File: src/rtl/blink_monitor.sv
// blink_monitor: receive-side checker for a periodic LED toggle stream.
// Synchronises the asynchronous toggle input, measures edge-to-edge intervals,
// locks after LockCount consecutive in-tolerance intervals and then latches a
// sticky fault on any out-of-tolerance interval or a missing edge.
module blink_monitor #(
  parameter int unsigned CyclesPerToggle = 100,
  parameter int unsigned Tolerance       = 2,
  parameter int unsigned LockCount       = 4,
  parameter int unsigned CountWidth      = 16
) (
  input  logic                  clk_i,
  input  logic                  rst_ni,
  input  logic                  led_i,
  input  logic                  clear_i,
  output logic [CountWidth-1:0] period_o,
  output logic                  period_valid_o,
  output logic                  locked_o,
  output logic                  err_o,
  output logic [15:0]           edge_count_o
);

  // One extra bit so cnt+1 never wraps before the tolerance compare.
  localparam int unsigned MeasWidth = CountWidth + 1;
  localparam logic [MeasWidth-1:0] PeriodHi =
    MeasWidth'(CyclesPerToggle + Tolerance);
  // Lower bound clamps to zero when the tolerance swallows the nominal period.
  localparam logic [MeasWidth-1:0] PeriodLo =
    (Tolerance >= CyclesPerToggle) ? '0 : MeasWidth'(CyclesPerToggle - Tolerance);
  localparam logic [CountWidth-1:0] TimeoutCnt =
    CountWidth'(CyclesPerToggle + Tolerance);
  localparam int unsigned GoodWidth = $clog2(LockCount + 1);
  localparam logic [GoodWidth-1:0] GoodLast = GoodWidth'(LockCount - 1);

  typedef enum logic [1:0] {
    SEEK    = 2'd0,
    MEASURE = 2'd1,
    LOCKED  = 2'd2,
    FAULT   = 2'd3
  } state_t;

  state_t                 state;
  logic                   s1, s2, s3;
  logic                   led_edge;
  logic [CountWidth-1:0]  cnt;
  logic [MeasWidth-1:0]   measured;
  logic                   in_tol;
  logic                   timeout;
  logic [GoodWidth-1:0]   good;

  // Three-flop chain: s1/s2 resolve metastability, s3 holds the previous level.
  always_ff @(posedge clk_i or negedge rst_ni) begin
    if (!rst_ni) begin
      s1 <= 1'b0;
      s2 <= 1'b0;
      s3 <= 1'b0;
    end else begin
      // NOTE: non-blocking so each stage takes the previous stage's old value;
      // blocking assignments here would collapse the chain into a single flop.
      s1 <= led_i;
      s2 <= s1;
      s3 <= s2;
    end
  end

  assign led_edge = s2 ^ s3;

  // Interval decode: measured period, tolerance window and missing-edge timeout.
  always_comb begin
    // NOTE: every output gets a default first so no path leaves it unassigned,
    // which would otherwise infer a latch.
    measured = '0;
    in_tol   = 1'b0;
    timeout  = 1'b0;
    measured = {1'b0, cnt} + MeasWidth'(1);
    in_tol   = (measured >= PeriodLo) && (measured <= PeriodHi);
    timeout  = !led_edge && (cnt == TimeoutCnt);
  end

  // Cycles since last edge; held at zero while searching, saturates at all-ones.
  always_ff @(posedge clk_i or negedge rst_ni) begin
    if (!rst_ni) begin
      cnt <= '0;
    end else if (clear_i || state == SEEK || led_edge) begin
      cnt <= '0;
    end else if (cnt != '1) begin
      cnt <= cnt + 1'b1;
    end
  end

  // Total synchronised edges in every state, including a clear cycle; wraps.
  always_ff @(posedge clk_i or negedge rst_ni) begin
    if (!rst_ni) begin
      edge_count_o <= '0;
    end else if (led_edge) begin
      edge_count_o <= edge_count_o + 16'd1;
    end
  end

  // Lock FSM with registered status outputs; clear overrides everything.
  always_ff @(posedge clk_i or negedge rst_ni) begin
    if (!rst_ni) begin
      state          <= SEEK;
      good           <= '0;
      period_o       <= '0;
      period_valid_o <= 1'b0;
      locked_o       <= 1'b0;
      err_o          <= 1'b0;
    end else begin
      period_valid_o <= 1'b0;
      if (clear_i) begin
        state    <= SEEK;
        good     <= '0;
        locked_o <= 1'b0;
        err_o    <= 1'b0;
      end else begin
        case (state)
          SEEK: begin
            good <= '0;
            if (led_edge) state <= MEASURE;
          end
          MEASURE: begin
            if (led_edge) begin
              period_o       <= measured[CountWidth-1:0];
              period_valid_o <= 1'b1;
              if (!in_tol) begin
                good <= '0;
              end else if (good == GoodLast) begin
                good     <= '0;
                state    <= LOCKED;
                locked_o <= 1'b1;
              end else begin
                good <= good + 1'b1;
              end
            end else if (timeout) begin
              good  <= '0;
              state <= SEEK;
            end
          end
          LOCKED: begin
            if (led_edge) begin
              period_o       <= measured[CountWidth-1:0];
              period_valid_o <= 1'b1;
              if (!in_tol) begin
                state    <= FAULT;
                locked_o <= 1'b0;
                err_o    <= 1'b1;
              end
            end else if (timeout) begin
              state    <= FAULT;
              locked_o <= 1'b0;
              err_o    <= 1'b1;
            end
          end
          FAULT: begin
            locked_o <= 1'b0;
            err_o    <= 1'b1;
          end
          default: state <= SEEK;
        endcase
      end
    end
  end

endmodule

File: config.mk
export PLATFORM = sky130hd
export DESIGN_NAME = blink_monitor
export DESIGN_NICKNAME = d
export VERILOG_FILES = /design/src/rtl/blink_monitor.sv
export SDC_FILE = /design/constraint.sdc
export NUM_CORES = 1
export LEC_CHECK = 0
export BUFFER_PORTS_ARGS = -buffer_cell sky130_fd_sc_hd__clkbuf_2
export CAP_MARGIN = 5
export CORE_ASPECT_RATIO = 0.5
export CORE_MARGIN = 4
export CORE_UTILIZATION = 49
export CTS_BUF_LIST = sky130_fd_sc_hd__clkbuf_16
export DETAILED_ROUTE_END_ITERATION = 12
export GPL_TIMING_DRIVEN = 0
export PLACE_DENSITY = 0.69
export SYNTH_ARGS = -nofsm -noshare
export SYNTH_HDL_FRONTEND = slang
export SYNTH_SLANG_ARGS = --single-unit
File: constraint.sdc
create_clock -name clk_i -period 4.4 [get_ports clk_i]
set_input_delay 1.32 -clock clk_i [delete_from_list [all_inputs] [get_ports clk_i]]
set_output_delay 1.32 -clock clk_i [all_outputs]
set_load 0.1 [all_outputs]
==> reports/qor.yml <==
final_antenna_net_count: 0
grt_pass1_vias: 2296
drv_slew: 0
dp_slack_ns: 1.77
crit_path_end_kind: "register"
synth_nets: 316
grt_max_degree: 60
r2r-start: "cnt[0]"
viasPerCell: 5.24
status: "finished clean"
fin_util: 0.634
start_util: 0.528
power_mw: 1.98
coreArea_sq_mm: 0.00573
seq_area_sq_mm: 0.00148
dp_cells: 425
antenna_cells: 0
clk_path_buf_depth: 2
n_fill_cell: 485
cp_slowest_stage_delay_ns: 0.53
drive_gt1_frac: 0.204
ys_types: 52
slew_headroom: 0.479
drt_iter0_markers: 131
crit_start: "cnt[0]"
fin_crit_sh: 0.605
reg2reg_to: "good[2]"
instances_no_fill: 441
syn_inst: 303
hp-start: "s1"
rsz0062_at_grt: "false"
syn_area_sq_mm: 0.00303
cp-start-kind: "register"
drtPass1Iterations: 4
period_minus_slack_ns: 2.66
yosysSeqAreaShare: 0.488
final.setup.worst_slack_ns: 1.74
num_io_pins: 39
rows: 19
via_count: 2313
syn_avg_cell_area_sq_um: 9.98
critPathRequiredTime_ns: 4.67
numCtsBuffers: 9
timing.critical_path.to: "good[2]"
grt_pass1_wl_um: 11000
place_area_sq_mm: 0.00332
cts_sinks: 59
place.gp.congestion: 0.941
r2r_slack_ns: 1.74
skew_ns: 0.00683
clk_pin_slew_ns: 0.05
ff2ff_path_depth: 11
post-route-drc-count: 0
p_leak_nw: 1.66
worst_path_max_delay_cell: "dfrtp_1"
die_area_sq_mm: 0.00757
ir_worst_vdd_mv: 0.416
multi_input_comb_area_sq_mm: 0.00145
path_max_fanout: 9
wirelength_um: 6150
synth-seq-cells: 59
wl_per_cell_um: 13.9
hold_path.class: "register to register"
fmax_ghz: 0.375
postCtsSetupBuffers: 0
crit_chain: "ha_1 -> buf_4 -> and4_1 -> and4_1 -> buf_2 -> nand2_1 -> o31ai_4 -> nand4_4 -> or2_4 -> nor2_1 -> o21a_1"
finalHoldViolCount: 0
setup_viol: 0
drv_cap: 0
ctsRootBufferMaster: "clkbuf_16"
cts_tree: "done"
nets: 365
fin_setup_tns_ns: 0
grt_util_all_layers: 0.185
die_y_um: 63.6
grt_antenna_before_repair: 0
place_hpwl_um: 4370
finalInstanceArea_sq_mm: 0.00363
gr-total-overflow: 0
ctsResizeCount: 0
die_w_um: 119
yosys_warnings: 0
power_density_mw_per_mm2: 544
clk_latency_ns: 0.33
synthToLayoutAreaGrowth_pct: 20.1
hold-worst-slack_ns: 0.350
htreeDepth: 3
critical_path_class: "register to register"
portBuffers: 38
crit_top_cell: "and4_1"
crit_arrival_ns: 2.93
worst-slew-pin-transition_ns: 0.782
postCtsHoldBufs: 0
[worst max-delay path: cells and delay by family, from the launching register on]
kind / cells / cell delay (ns)
simple gates: 6 / 1.10
flops: 1 / 0.53
compound gates: 2 / 0.43
buf+inv: 2 / 0.33
fa+ha+maj: 1 / 0.21
[sequential cells by signal, indices dropped and copies added (netlist names)]
signal	flops
cnt	16
edge_count_o	16
err_o	1
good	3
locked_o	1
period_o	16
period_valid_o	1
s1	1
s2	1
s3	1
state	2
[metal layers]
metal	vias up	part of all wire	track usage
li1	1140	-	-
met1	1112	0.47	0.236
met2	50	0.44	0.281
met3	11	0.063	0.0795
met4	0	0.018	0.0678
met5	-	0	0
[cells in the final DEF (no fill, tap or decap), drive strengths merged, types with 2 or more instances in the layout]
master and n:
nor2 24, and3 5, nor4 2, inv 9, o31ai 3, and4 3
ha 9, nand2b 4, or3 3, xor2 12, a21oi 16, o21a 4
dfrtp 59, nor2b 3, bufinv 2, o21ai 24, buf 6, nand4 7
mux2i 5, nand3 17, or2 2, nor3 5, a211oi 2, nand2 37
clkinv 4, and2 3, clkbuf 55, xnor2 20
[cells in the mapped netlist (all sizes together)]
master   n  share of area
buf      6          0.012
mux2i    5          0.017
mux2     1         0.0037
or3      3         0.0062
a211oi   2         0.0066
nor4     2         0.0091
and3     5          0.010
o21ba    1         0.0033
o311ai   1         0.0029
a21oi   16          0.028
and3b    1         0.0041
clkbuf   8         0.0099
nand2b   4         0.0083
nor2b    3         0.0062
nor3     5         0.0099
nand2   37          0.047
and4     3         0.0095
and4b    1         0.0033
a21boi   1         0.0025
dfrtp   59           0.49
a32oi    1         0.0029
a31oi    1         0.0021
o21ai   24          0.041
or2      2         0.0050
xor2    12          0.035
nand3   17          0.033
and2     3         0.0062
nand4    7          0.019
ha       9          0.037
nor2    24          0.030
nor4b    1         0.0029
nor3b    1         0.0025
o21a     4         0.0099
inv      8         0.0099
or4      1         0.0025
o31ai    3          0.014
o22ai    1         0.0021
xnor2   20          0.058
[area by class of cell]
class / instances / area share
inverters: 8 / 0.00827
repair buffers: 38 / 0.0530
well taps: 84 / 0.0289
clock buffers: 9 / 0.0620
flip-flops and latches: 59 / 0.406
multi-input cells: 222 / 0.400
clock inverters: 7 / 0.0231
plain buffers: 14 / 0.0186
[where the power goes]
part	total [mW]	internal [mW]	leakage [nW]	switching (mW)
logic	0.599	0.112	0.711	0.487
registers	0.657	0.600	0.800	0.0573
clock network	0.722	0.487	0.153	0.235
total	1.98	1.20	1.66	0.779
[cells by family (layout without fill, tap and decap cells)]
kind of cell | after synthesis | count (layout) | share of synthesized area
AO/OA/AOI/OAI | 55 | 55 | 0.115
XOR/XNOR | 32 | 32 | 0.0926
adder cells (fa/ha/maj) | 9 | 9 | 0.0372
buffers and inverters | 22 | 76 | 0.0323
flip-flops | 59 | 59 | 0.488
multiplexers | 6 | 6 | 0.0203
AND/OR/NAND/NOR | 120 | 120 | 0.215
[worst min-delay path by stage]
stage	endpoint	cells past startpoint
floorplan	s2	0
global route	s2	0
detailed placement	s2	0
finish	s2	0
CTS	s2	0
global placement	s2	0
Power figures use the tool's default switching activity.
